### src/rtl/calc_input_conditioner.sv
// calc_input_conditioner: synchronizes, debounces and one-shots the Enter/Clear buttons and snapshots the switch bank on Enter
// Ports:
//   clock         in   system clock, rising edge
//   reset_n       in   asynchronous active-low reset, synchronous release
//   btn_enter_raw in   raw Enter button, asynchronous
//   btn_clear_raw in   raw Clear button, asynchronous
//   sw_raw        in   raw switch bank [7:0] operand, [11:8] opcode, asynchronous
//   enter_pulse   out  one-cycle pulse per debounced Enter press
//   clear_pulse   out  one-cycle pulse per debounced Clear press
//   sw_value      out  switch snapshot loaded on the edge that raises enter_pulse
//   enter_held    out  debounced Enter level, 1 = pressed
//   clear_held    out  debounced Clear level, 1 = pressed
module calc_btn_debounce #(
  parameter int DEBOUNCE_CYCLES = 50000,
  parameter int CNT_W = 16
) (
  input  logic clock,
  input  logic reset_n,
  input  logic i_level,
  output logic o_fire,
  output logic o_held
);
  typedef enum logic [1:0] {RELEASED, PRESS_CHECK, PRESSED, RELEASE_CHECK} state_t;
  localparam logic [CNT_W-1:0] LAST = CNT_W'(DEBOUNCE_CYCLES - 1);
  state_t           r_state;
  logic [CNT_W-1:0] r_cnt;
  logic             w_at_last;
  assign w_at_last = r_cnt == LAST;
  // Combinational so the top can arbitrate Enter against Clear on the very edge the press is accepted.
  assign o_fire = (r_state == PRESS_CHECK) && i_level && w_at_last;
  always_ff @(posedge clock or negedge reset_n) begin
    if (!reset_n) begin
      r_state <= RELEASED;
      r_cnt   <= '0;
      o_held  <= 1'b0;
    end else begin
      case (r_state)
        RELEASED: if (i_level) begin
          r_state <= PRESS_CHECK;
          r_cnt   <= CNT_W'(1);
        end
        PRESS_CHECK: if (!i_level) begin
          r_state <= RELEASED;
          r_cnt   <= '0;
        end else if (w_at_last) begin
          r_state <= PRESSED;
          r_cnt   <= '0;
          o_held  <= 1'b1;
        end else r_cnt <= r_cnt + CNT_W'(1);
        PRESSED: if (!i_level) begin
          r_state <= RELEASE_CHECK;
          r_cnt   <= CNT_W'(1);
        end
        RELEASE_CHECK: if (i_level) begin
          r_state <= PRESSED;
          r_cnt   <= '0;
        end else if (w_at_last) begin
          r_state <= RELEASED;
          r_cnt   <= '0;
          o_held  <= 1'b0;
        end else r_cnt <= r_cnt + CNT_W'(1);
        default: begin
          r_state <= RELEASED;
          r_cnt   <= '0;
          o_held  <= 1'b0;
        end
      endcase
    end
  end
endmodule

module calc_input_conditioner #(
  parameter int DEBOUNCE_CYCLES = 50000,
  parameter int CNT_W = 16,
  parameter int SW_W = 12,
  parameter int BTN_ACTIVE_LOW = 1
) (
  input  logic            clock,
  input  logic            reset_n,
  input  logic            btn_enter_raw,
  input  logic            btn_clear_raw,
  input  logic [SW_W-1:0] sw_raw,
  output logic            enter_pulse,
  output logic            clear_pulse,
  output logic [SW_W-1:0] sw_value,
  output logic            enter_held,
  output logic            clear_held
);
  localparam logic REL = logic'(BTN_ACTIVE_LOW != 0);
  logic [1:0]      r_enter_sync, r_clear_sync;
  logic [SW_W-1:0] r_sw_meta, r_sw_sync;
  logic            w_enter_lvl, w_clear_lvl, w_enter_fire, w_clear_fire, w_enter_win;
  always_ff @(posedge clock or negedge reset_n) begin
    if (!reset_n) begin
      r_enter_sync <= {2{REL}};
      r_clear_sync <= {2{REL}};
      r_sw_meta    <= '0;
      r_sw_sync    <= '0;
    end else begin
      r_enter_sync <= {r_enter_sync[0], btn_enter_raw};
      r_clear_sync <= {r_clear_sync[0], btn_clear_raw};
      r_sw_meta    <= sw_raw;
      r_sw_sync    <= r_sw_meta;
    end
  end
  // XOR with the released level maps both polarities to 1 = pressed.
  assign w_enter_lvl = r_enter_sync[1] ^ REL;
  assign w_clear_lvl = r_clear_sync[1] ^ REL;
  calc_btn_debounce #(.DEBOUNCE_CYCLES(DEBOUNCE_CYCLES), .CNT_W(CNT_W)) u_enter (
    .clock(clock), .reset_n(reset_n), .i_level(w_enter_lvl), .o_fire(w_enter_fire), .o_held(enter_held)
  );
  calc_btn_debounce #(.DEBOUNCE_CYCLES(DEBOUNCE_CYCLES), .CNT_W(CNT_W)) u_clear (
    .clock(clock), .reset_n(reset_n), .i_level(w_clear_lvl), .o_fire(w_clear_fire), .o_held(clear_held)
  );
  // Clear wins a tie; the Enter FSM still advances, so the suppressed press is consumed.
  assign w_enter_win = w_enter_fire & ~w_clear_fire;
  always_ff @(posedge clock or negedge reset_n) begin
    if (!reset_n) begin
      enter_pulse <= 1'b0;
      clear_pulse <= 1'b0;
      sw_value    <= '0;
    end else begin
      enter_pulse <= w_enter_win;
      clear_pulse <= w_clear_fire;
      if (w_enter_win) sw_value <= r_sw_sync;
    end
  end
endmodule

### config.mk
export PLATFORM = sky130hd
export DESIGN_NAME = calc_input_conditioner
export DESIGN_NICKNAME = d
export VERILOG_FILES = /design/src/rtl/calc_input_conditioner.sv
export SDC_FILE = /design/constraint.sdc
export NUM_CORES = 1
export LEC_CHECK = 0
export CAP_MARGIN = 20
export CORE_ASPECT_RATIO = 1.75
export CORE_MARGIN = 2
export CORE_UTILIZATION = 56
export CTS_CLUSTER_DIAMETER = 80
export DETAILED_ROUTE_END_ITERATION = 10
export PLACE_DENSITY = 0.83
export SKIP_LAST_GASP = 1
export SYNTH_ARGS = -nofsm -noshare
export SYNTH_HDL_FRONTEND = slang
export SYNTH_SLANG_ARGS = --single-unit
### constraint.sdc
create_clock -name clock -period 2.65 [get_ports clock]
set_clock_uncertainty 0.1 [all_clocks]
set_input_delay 0.3975 -clock clock [delete_from_list [all_inputs] [get_ports clock]]
set_output_delay 0.3975 -clock clock [all_outputs]
set_load 0.05 [all_outputs]
* Word level (Yosys, flattened, before mapping) *
Index checks and enable logic that the tools add are counted.

storage, ports and cells
  logic and storage cells = 93
  input bits = 16
  output and inout bits = 16
  register bits after elaboration = 80

cells by class
  bitwise operators = 4
  reduce and logical (&&, ||, !) cells = 14
  add/subtract/negate cells = 2
  equal/unequal tests = 24
  muxes and demuxes = 36

operators with widths
  kind                                                                    count
  16-bit 2-to-1 mux                                                       10
  16-bit case mux with 4 select lines                                     2
  16-bit by 1-bit adder with 16-bit output (second input constant)        2
  16-bit equality test (second input constant)                            2
  2-bit 2-to-1 mux                                                        12
  2-bit != test (second input constant)                                   8
  2-bit case mux with 4 select lines                                      2
  3-bit by 2-bit != test with 1-bit output (second input constant)        4
  5-bit AND reduction                                                     2
  2-bit equality test (second input constant)                             4
  1-bit 2-to-1 mux                                                        8
  2-bit by 1-bit != test with 1-bit output (second input constant)        4
  4-bit AND reduction                                                     2
  2-bit by 1-bit equality test with 1-bit output (second input constant)  2
  1-bit logical AND                                                       4
  2-bit logical NOT                                                       2
  1-bit case mux with 2 select lines                                      2
  2-bit AND reduction                                                     2
  2-bit nonzero test                                                      2
  1-bit NOT                                                               3
  1-bit AND                                                               1

* Longest topological paths before layout *
Gate-level depths: netlist of run 1.

  depth after elaboration = 5
  gate-level depth with buffers = 7
  mapped depth without buffers = 6

* Modules after synthesis *
Synthesis of run 1 repeated with hierarchy kept, for this count alone.

second synthesis, totals
  cell total of the unflattened synthesis = 294
  area, all modules = 3535.9 µm²

by module, submodules not included
  module                  times used  cells each  area each (µm²)  sequential area each (µm²)
  calc_btn_debounce       2           118         1134.8           475.5
  calc_input_conditioner  1           58          1266.2           1056.0

* Worst setup path after synthesis of run 1 *
No wires, ideal clock.

  kind = register to register
  start = reg u_clear.r_cnt[0]
  end = reg sw_value[10]
  path slack = 0.568 ns
  setup time = 0.125 ns
  stages on the path, launching flop included = 7
  arrival = 1.857 ns
  required time = 2.425 ns
  clock period less this slack = 2.082 ns
  buffers on the path = 1
  cells stage by stage = dfrtp_1 -> ha_1 -> and4_1 -> nand4_1 -> o311ai_2 -> buf_4 -> mux2_2

between the ends
  word-level cells in the longest chain between the ends = 4

ends and longest elaborated chain
  what                      line  RTL
  start: declaration        26    logic [CNT_W-1:0] r_cnt;
  start signal: assignment  49    end else r_cnt <= r_cnt + CNT_W'(1);
  start signal: assignment  61    end else r_cnt <= r_cnt + CNT_W'(1);
  16-bit equality test      28    assign w_at_last = r_cnt == LAST;
  1-bit logical AND         30    assign o_fire = (r_state == PRESS_CHECK) && i_level && w_at_last;
  1-bit NOT                 116   assign w_enter_win = w_enter_fire & ~w_clear_fire;
  1-bit AND                 116
  end signal: assignment    125   if (w_enter_win) sw_value <= r_sw_sync;
  end: declaration          85    output logic [SW_W-1:0] sw_value,

No other way between the ends.
A chain may end at the register's enable or synchronous reset.

* Final worst setup path of run 1 *
  start = reg u_enter.r_cnt[12]
  end = reg u_enter.r_cnt[13]

between the ends
  word-level cells in the longest chain between the ends = 4
  elaborated cells on any way between the ends = 6
  those cells by class = add/sub: 1; eq/ne: 1; mux: 4

ends and longest elaborated chain
  what                                                                              line        RTL
  start: declaration                                                                26
  start signal: assignment                                                          49
  start signal: assignment                                                          61
  16-bit by 1-bit adder with 16-bit output or 16-bit equality test (tied branches)  49, 61, 28
  16-bit 2-to-1 mux (*)                                                             45, 57
  16-bit 2-to-1 mux (on tied branches)                                              54, 42
  16-bit case mux with 4 select lines (*)                                           37          case (r_state)

Every way passes the cells marked *; elsewhere a longest branch is shown, timed or not.

==> impl_metrics.json, run 1 <==
{
  "die_w_um": 62.20,
  "holdWs_ns": 0.2516,
  "drive_gt1_share_pct": 14.33,
  "ant_nets": 0,
  "arrival_ns": 2.45,
  "path_clk_slew_ns": 0.08,
  "status": "completed",
  "cts.path.max_buffers": 2,
  "dieArea_um2": 6584,
  "areaGrowthSynthToFinish_pct": 17.30,
  "cp_top_family": "simple AND/OR/NAND/NOR gates",
  "antenna_found_initial": 0,
  "path_max_fanout": 21,
  "pwr-share-comb_pct": 5.3,
  "fmax_mhz": 433.1,
  "grt_pass1_vias": 2459,
  "syn_area_um2": 3319,
  "dr.pass1.iters": 4,
  "final_common_cell": "dfrtp_1",
  "power_switching_uw": 514.8,
  "drc": 0,
  "max_cap_violations": 0,
  "die_h_um": 105.9,
  "tightestPinTransition_ns": 0.7317,
  "root_buffer": "clkbuf_8",
  "regToRegSetupSlack_ns": 0.34,
  "crit_required_ns": 2.79,
  "dp.cells": 397,
  "ys_top_cells_by_area": "dfrtp_1 (57%), mux2_2 (4.1%), nand2_1 (4.0%)",
  "slowest_delay_ns": 0.57,
  "ys_types": 49,
  "crit_buf_inv": 0,
  "start_util_pct": 57.36,
  "postSynthAreaPerCell_um2": 11.41,
  "synth-async-reset-ratio_pct": 100.0,
  "swShare_pct": 23.96,
  "grt_max_degree": 70,
  "synth_edf_count": 0,
  "setup_viol": 0,
  "intPower_uw": 1634,
  "hold_violations": 0,
  "fin_tns_setup_ns": 0,
  "io_buffer_count": 31,
  "syn_inst": 291,
  "clk_latency_ns": 0.35,
  "crit_type": "reg2reg",
  "slew_headroom_pct": 51.17,
  "num_rows": 37,
  "post-route-min-period_ns": 2.309,
  "seqPwrFrac_pct": 59.4,
  "overflow": 0,
  "power.leakage_uw": 0.001651,
  "power_density_nw_per_um2": 551.9,
  "place_congestion": 0.9092,
  "hpwl_um": 4789,
  "yosysSeqAreaShare_pct": 60.46,
  "ioPinCount": 32,
  "endpoint_kind": "flop",
  "ir_worst_vdd_mv": 0.3849,
  "grt_usage_pct": 22.52,
  "period_share_pct": 87.12,
  "slew_violations": 0,
  "antenna_cells": 0,
  "core_area_um2": 5787,
  "crit_path_top_delay_cell": "or4b_4",
  "path_cells": "or4b_4, nor4_4, nor2_2, a21o_1, a22o_1",
  "h-tree-depth": 3,
  "drt-total-wl_um": 6666,
  "netlist.area_leader.share_pct": 57.29,
  "rsz0062_at_grt": "false",
  "syn-num-nets": 309,
  "drt_iter0_drc": 226,
  "grt_pass1_wl_um": 11410,
  "synth_ff_type": "dfrtp_1",
  "numCtsBuffers": 9,
  "post_cts_resize_count": 0,
  "final_cell_mix": "dfrtp_1 (76), nand2_1 (35), clkdlybuf4s50_1 (30)",
  "layout.cells.non_filler": 413,
  "holdCritPathClass": "reg2reg",
  "cts_tree": "done",
  "critPathLaunchType": "flop",
  "numClockSinks": 80,
  "viasPerCell": 5.906,
  "ys_ff_latch": 80,
  "yosys_warnings": 0,
  "num_vias": 2439,
  "place_area_um2": 3721,
  "synth_top_area_cell": "dfrtp_1",
  "fin_area_um2": 3894,
  "nNetsFinal": 349,
  "post-route-util_pct": 67.29,
  "clkPwrFrac_pct": 35.3,
  "routed_wire_length_per_instance_um": 16.14
}
## metrics by stage
stage | setup WS, ns | total power, µW
floorplan | 0.5684 | 1349
global placement | 0.4306 | 1410
detailed placement | 0.3529 | 1415
CTS | 0.3387 | 2172
global route | 0.07997 | 2247
finish | 0.3413 | 2149
## final timing paths
kind / endpoint / cells past startpoint / startpoint
max: u_enter.r_cnt[13]$_DFFE_PN0P_ / 5 / u_enter.r_cnt[12]$_DFFE_PN0P_
min: r_sw_sync[6]$_DFF_PN0_ / 0 / r_sw_meta[6]$_DFF_PN0_
max reg2reg: u_enter.r_cnt[13]$_DFFE_PN0P_ / 5 / u_enter.r_cnt[12]$_DFFE_PN0P_
min reg2reg: r_sw_sync[6]$_DFF_PN0_ / 0 / r_sw_meta[6]$_DFF_PN0_
max in group asynchronous: r_clear_sync[1]$_DFF_PN1_ / 3 / reset_n
min in group asynchronous: u_enter.r_cnt[15]$_DFFE_PN0P_ / 2 / reset_n
## layer usage
| metal | global-route usage [%] | part of all wire (%) | vias to the layer above |
|---|---|---|---|
| met3 | 5.336 | 3.6 | 15 |
| met5 | 0 | 0 | - |
| met1 | 24.71 | 37 | 1204 |
| met2 | 40.14 | 56 | 68 |
| li1 | - | - | 1152 |
| met4 | 11.59 | 3.1 | 0 |
## Yosys cell counts (all sizes together), types with 3 or more instances
cell and instances:
nand4 4, a31oi 21, a21oi 9, nand3 21, or3 4, buf 4
and3 6, clkbuf 3, a22o 4, dfrtp 76, and2 5, o21ai 20
and4 3, nor2 15, inv 9, dfstp 4, nand2 35, nor3 5
mux2 12
## flip-flops by register name, summed over array words and instances, names as in the netlist, named ones only
name,cells
u_clear.r_cnt,16
u_enter.r_cnt,16
r_sw_meta,12
r_sw_sync,12
sw_value,12
r_clear_sync,2
r_enter_sync,2
clear_pulse,1
enter_pulse,1
u_clear.o_held,1
u_clear.r_state,1
u_enter.o_held,1
u_enter.r_state,1
## power by group through the flow
stage / logic (µW) / registers (µW) / clock network (µW)
after floorplan: 54.8 / 1290 / 0
after global placement: 111 / 1300 / 0
after detailed placement: 114 / 1300 / 0
after CTS: 116 / 1280 / 779
after global routing: 131 / 1280 / 835
final: 114 / 1280 / 758
## logic make-up (layout without fill, tap and decap cells)
family,after synthesis,count (layout),synth area share (%)
AND/OR/NAND/NOR,109,109,17.75
flip-flops,80,80,60.46
AO/OA/AOI/OAI,68,68,13.42
buffers and inverters,16,60,2.412
multiplexers,14,14,4.674
adder cells (fa/ha/maj),2,2,0.7537
XOR/XNOR,2,2,0.5278
## cell type report
cell class                      count  area (µm²)
Inverter                            9       33.78
Timing Repair Buffer               36       360.3
Tap cell                           78       97.59
Multi-Input combinational cell    195        1232
Clock buffer                       10       127.6
Sequential cell                    80        2007
Clock inverter                      5       35.03
Fill cell                         425        1893
## timing repair
action	in CTS	in global routing
setup buffers	0	0
hold buffers	1	0
hold endpoints to repair	11	0
No activity file was read; power rests on OpenSTA's default activity.
==> run 2: changes to the inputs <==
--- a/config.mk
+++ b/config.mk
@@ -5,14 +5,16 @@
 export SDC_FILE = /design/constraint.sdc
 export NUM_CORES = 1
 export LEC_CHECK = 0
+export ABC_AREA = 1
 export CAP_MARGIN = 20
 export CORE_ASPECT_RATIO = 1.75
 export CORE_MARGIN = 2
-export CORE_UTILIZATION = 56
+export CORE_UTILIZATION = 45
 export CTS_CLUSTER_DIAMETER = 80
 export DETAILED_ROUTE_END_ITERATION = 10
-export PLACE_DENSITY = 0.83
+export PLACE_DENSITY = 0.7
 export SKIP_LAST_GASP = 1
 export SYNTH_ARGS = -nofsm -noshare
 export SYNTH_HDL_FRONTEND = slang
 export SYNTH_SLANG_ARGS = --single-unit
+export TNS_END_PERCENT = 20
==> run 2 against run 1 <==
Via count increased by 19%. Critical path depth decreased by 4. Flip-flop and latch count unchanged. Wire length increased by 14%.
==> impl_metrics.json, run 2 <==
{
  "dieArea_um2": 8794,
  "arrival_ns": 1.52,
  "fin_area_um2": 4327,
  "holdCritPathClass": "reg2reg",
  "wl_met2_um": 4157,
  "synth-async-reset-ratio_pct": 100.0,
  "path_max_fanout": 2,
  "nNetsFinal": 501,
  "synth_top_area_cell": "dfrtp_1",
  "ir_worst_vdd_mv": 0.4208,
  "grt_pass1_wl_um": 13120,
  "max_cap_violations": 0,
  "period_share_pct": 76.00,
  "slowest_delay_ns": 0.81,
  "final_cell_mix": "nand2_1 (151), dfrtp_1 (76), nor2_1 (55)",
  "ys_types": 26,
  "core_area_um2": 7855,
  "numCtsBuffers": 9,
  "tightestPinTransition_ns": 0.5446,
  "ys_ff_latch": 80,
  "slew_headroom_pct": 63.69,
  "crit_required_ns": 2.15,
  "synth_top_family_by_area": "simple AND/OR/NAND/NOR gates",
  "synth_edf_count": 0,
  "ioPinCount": 32,
  "drt-total-wl_um": 7587,
  "post-route-min-period_ns": 2.014,
  "grt_pass1_vias": 2955,
  "areaGrowthSynthToFinish_pct": 19.70,
  "root_buffer": "clkbuf_16",
  "post_cts_resize_count": 0,
  "start_util_pct": 46.02,
  "fin_tns_setup_ns": 0,
  "setup_viol": 0,
  "routed_wire_length_per_instance_um": 13.15,
  "antenna_found_initial": 0,
  "slew_violations": 0,
  "antenna_cells": 0,
  "synth_ff_type": "dfrtp_1",
  "yosys.area_share.simple_pct": 30.43,
  "wl_met1_um": 2983,
  "synth_xor_area_share_pct": 2.181,
  "route.met3.wl_um": 222,
  "dr.pass1.iters": 4,
  "cts_tree": "done",
  "crit_path_top_delay_cell": "clkdlybuf4s50_1",
  "h-tree-depth": 3,
  "final_common_cell": "nand2_1",
  "drive_gt1_share_pct": 5.749,
  "yosys_warnings": 0,
  "postSynthAreaPerCell_um2": 8.178,
  "reg_top3": "u_clear.r_cnt x16, u_enter.r_cnt x16",
  "place_area_um2": 4024,
  "n_fill_cell": 710,
  "netlist.area_leader.share_pct": 52.61,
  "grt_max_degree": 45,
  "io_buffer_count": 31,
  "power_density_nw_per_um2": 598.8,
  "overflow": 0,
  "rsz0062_at_grt": "false",
  "fmax_mhz": 496.5,
  "numClockSinks": 80,
  "cp_top_family": "buffers and inverters",
  "synth_compound_area_share_pct": 5.677,
  "path_cells": "clkdlybuf4s50_1",
  "hold_violations": 0,
  "top_layer_used": "met4",
  "viasPerCell": 5.014,
  "critPathLaunchType": "flop",
  "syn-num-nets": 460,
  "die_h_um": 122.6,
  "num_vias": 2893,
  "clk_latency_ns": 0.33,
  "synth_fa_ha_area_share_pct": 0.6923,
  "syn_area_um2": 3615,
  "synth_commonest_cells": "nand2_1 (151), dfrtp_1 (76), nor2_1 (55), nand3_1 (45), inv_1 (44)",
  "grt_usage_pct": 19.35,
  "hpwl_um": 5712,
  "drt_iter0_drc": 150,
  "synthMuxAreaShare_pct": 0,
  "die_w_um": 71.75,
  "status": "completed",
  "num_rows": 43,
  "endpoint_kind": "output port",
  "ys_top_cells_by_area": "dfrtp_1 (53%), nand2_1 (16%), nand3_1 (6.2%)",
  "crit_buf_inv": 1,
  "place_congestion": 0.9128,
  "power.leakage_uw": 0.002033,
  "ant_nets": 0,
  "cts.path.max_buffers": 2,
  "crit_type": "reg2out",
  "path_clk_slew_ns": 0.06,
  "syn_inst": 442,
  "synth.most_common_cell": "nand2_1",
  "drc": 0,
  "yosysSeqAreaShare_pct": 55.52
}
-- run 2: cell count changes after synthesis, moves of 4 or more --
cell,change
o21bai_1,+7
a21oi_1,-7
mux2_2,-12
xor2_1,+6
and3_1,-5
inv_1,+35
nor2_1,+41
or3_1,-4
nand2_1,+116
nand3_1,+24
a22o_1,-4
a31oi_1,-20
-- run 2: stage by stage --
stage | hold WS (ns) | setup WS [ns] | instances | utilization [%] | power (µW)
finish | 0.2467 | 0.6359 | 577 | 55.08 | 2591
global route | 0.2528 | 0.5101 | 577 | 55.08 | 2679
CTS | 0.2483 | 0.6205 | 577 | 55.08 | 2619
detailed placement | 0.2347 | 0.7713 | 561 | 51.23 | 1402
global placement | 0.2314 | 0.8699 | 561 | 51.23 | 1398
floorplan | 0.001909 | 1.102 | 442 | - | 1333
-- run 2: logic make-up after synthesis --
kind of cell	Yosys count
compound gates	36
simple gates	266
xor+xnor	9
flops	80
buf+inv	49
fa+ha+maj	2
-- run 2: path summary, 6_finish.rpt --
kind                                         startpoint                             to  slack, ns  cells after the start
min                              r_sw_meta[4]$_DFF_PN0_         r_sw_sync[4]$_DFF_PN0_       0.25                      0
max                             sw_value[5]$_DFFE_PN0P_                    sw_value[5]       0.64                      1
max in group asynchronous                       reset_n      r_enter_sync[1]$_DFF_PN1_       1.27                      3
min reg2reg                      r_sw_meta[4]$_DFF_PN0_         r_sw_sync[4]$_DFF_PN0_       0.25                      0
max reg2reg                u_clear.r_cnt[0]$_DFFE_PN0P_        sw_value[1]$_DFFE_PN0P_       0.75                      7
min in group asynchronous                       reset_n  u_enter.r_cnt[15]$_DFFE_PN0P_       0.48                      2
-- run 2: timing repair --
item	CTS	global route
endpoints found under the hold margin	41	0
buffers inserted	0	0
hold buffers	1	0
-- run 2: area by class of cell --
class,count,area (µm²),area share (%)
clock buffers,9,225.2,5.205
clock inverters,6,67.56,1.562
inverters,44,165.2,3.817
multi-input cells,313,1409,32.56
flip-flops and latches,80,2007,46.39
well taps,90,112.6,2.603
repair buffers,35,340.3,7.866
-- run 2: per-layer routing --
| metal | track usage (%) | up-vias |
|---|---|---|
| li1 | - | 1482 |
| met1 | 21.66 | 1350 |
| met2 | 33.91 | 48 |
| met3 | 4.269 | 13 |
| met4 | 10.02 | 0 |
| met5 | 0 | - |
-- run 2: where the power goes --
part	leakage, µW	switching [µW]	internal, µW
Sequential	0.00104	20.3	1260
Clock	0.000138	484	728
Combinational	0.000857	63.6	38.7
==> run 3: changes to the inputs <==
--- a/config.mk
+++ b/config.mk
@@ -12,7 +12,7 @@
 export CORE_UTILIZATION = 45
 export CTS_CLUSTER_DIAMETER = 80
 export DETAILED_ROUTE_END_ITERATION = 10
-export PLACE_DENSITY = 0.7
+export PLACE_DENSITY = 0.72
 export SKIP_LAST_GASP = 1
 export SYNTH_ARGS = -nofsm -noshare
 export SYNTH_HDL_FRONTEND = slang
==> constraint.sdc (replaced) <==
create_clock -name clock -period 1.71 [get_ports clock]
set_clock_uncertainty 0.1 [all_clocks]
set_input_delay 0.2565 -clock clock [delete_from_list [all_inputs] [get_ports clock]]
set_output_delay 0.2565 -clock clock [all_outputs]
set_load 0.05 [all_outputs]
==> run 3 against run 2 <==
Core utilization increased by 1.8 points. Clock power increased by 54%. Via count up 4.6%. Global-route usage is 0.48 points higher. Flip-flop and latch count unchanged. Hold slack worse by 0.017 ns. Worst setup slack lost 0.53 ns. Largest power group unchanged. Register-to-register slack got worse by 0.65 ns. Combinational power grew 93%. Clock-buffer cell count did not move. First-iteration DRC count fell by 11%. Wire length increased by 3.8%.
==> impl_metrics.json, run 3 (same netlist as run 2, synthesis figures left out) <==
{
  "areaGrowthSynthToFinish_pct": 23.68,
  "root_buffer": "clkbuf_16",
  "start_util_pct": 46.02,
  "ioPinCount": 32,
  "viasPerCell": 5.111,
  "holdCritPathClass": "in2reg",
  "ant_nets": 0,
  "post-route-util_pct": 56.91,
  "power_density_nw_per_um2": 903.1,
  "ir_worst_vdd_mv": 0.7398,
  "dieArea_um2": 8794,
  "reg_top3": "u_clear.r_cnt x16, u_enter.r_cnt x16",
  "h-tree-depth": 3,
  "endpoint_kind": "flop",
  "max_cap_violations": 0,
  "num_vias": 3026,
  "die_w_um": 71.75,
  "grt_pass1_wl_um": 13360,
  "numCtsBuffers": 9,
  "die_h_um": 122.6,
  "routed_wire_length_per_instance_um": 13.31,
  "clk_latency_ns": 0.34,
  "path_clk_slew_ns": 0.06,
  "grt_pass1_vias": 3026,
  "worst-r2r-cell-count": 7,
  "reg2reg_from": "u_enter.r_cnt[1]$_DFFE_PN0P_",
  "drc": 0,
  "grt_max_degree": 34,
  "drt-total-wl_um": 7877,
  "cts.path.max_buffers": 2,
  "drt_iter0_drc": 133,
  "drive_gt1_share_pct": 13.94,
  "post-route-min-period_ns": 1.606,
  "dr.pass1.iters": 4,
  "status": "completed",
  "slew_violations": 0,
  "final_common_cell": "nand2_1",
  "fmax_mhz": 622.7,
  "antenna_found_initial": 0,
  "min_path_cells": 1,
  "power.leakage_uw": 0.002150,
  "rsz0062_at_grt": "true",
  "crit_required_ns": 1.88,
  "hold_violations": 0,
  "layout.cells.non_filler": 592,
  "hpwl_um": 5769,
  "period_share_pct": 93.91,
  "core_area_um2": 7855,
  "grt_usage_pct": 19.83,
  "antenna_cells": 0,
  "place_congestion": 0.9399,
  "crit_type": "reg2reg",
  "n_fill_cell": 716,
  "overflow": 0,
  "cp-startpoint": "u_enter.r_cnt[1]$_DFFE_PN0P_",
  "worstHoldStart": "btn_clear_raw",
  "power_uw": 4037,
  "nNetsFinal": 516,
  "critPathLaunchType": "flop",
  "num_rows": 43,
  "slew_headroom_pct": 71.30,
  "cts_tree": "done",
  "arrival_ns": 1.78,
  "io_buffer_count": 31,
  "regToRegSetupSlack_ns": 0.10,
  "path_max_fanout": 4,
  "tightestPinTransition_ns": 0.4273,
  "final_cell_mix": "nand2_1 (148), dfrtp_1 (75), nor2_1 (52)",
  "setup_viol": 0,
  "dp.cells": 576,
  "numClockSinks": 80
}
## run 3: worst paths after layout
kind                                                     end
worst max-delay path                   enter_pulse$_DFF_PN0_
worst min-delay path               r_clear_sync[0]$_DFF_PN1_
worst max register to register         enter_pulse$_DFF_PN0_
worst min register to register        r_sw_sync[4]$_DFF_PN0_
max in group asynchronous            sw_value[2]$_DFFE_PN0P_
min in group asynchronous       u_enter.r_cnt[6]$_DFFE_PN0P_
## run 3: cell type report
cell class	instances	area, µm²	area share, %
well taps	90	112.6	2.519
inverters	44	165.2	3.694
flip-flops and latches	80	2008	44.92
repair buffers	50	429.2	9.600
clock buffers	9	225.2	5.038
multi-input cells	313	1461	32.69
clock inverters	6	68.82	1.539
## run 3: layer usage
metal / share of wire, % / global-route usage [%]
met1: 38 / 21.10
met5: 0 / 0
met3: 3.7 / 4.762
met4: 3.0 / 12.38
met2: 55 / 34.61
## run 3: repair_timing
item,in CTS,in global routing
setup buffers,0,0
setup endpoints to repair,0,42
hold buffers,1,0
gates resized for setup,0,16
endpoints found under the hold margin,24,0
## run 3: where the power goes
group	leakage, µW	internal, µW	switching [µW]
registers	0.00104	1950	30.1
logic	0.000973	86.5	111
clock network	0.000142	1130	736
## run 3: stage by stage
stage | cell area (µm²) | hold slack, ns | setup TNS, ns | setup slack (ns)
global route | 4471 | 0.2338 | -0.05084 | -0.03168
finish | 4471 | 0.2293 | 0 | 0.1041
floorplan | 3615 | -0.1391 | 0 | 0.1622
detailed placement | 4109 | 0.1217 | 0 | 0.02485
CTS | 4413 | 0.2184 | 0 | 0.007573
global placement | 4109 | 0.1229 | 0 | 0.06521
## run 3: critical path, stage by stage, from the launching register on
cell and delay, ns:
dfrtp_1 0.42, ha_4 0.18, nand3_2 0.13, nor2_2 0.18, nand2_1 0.15, nor2_2 0.17
nand2_1 0.10, nor2_1 0.10
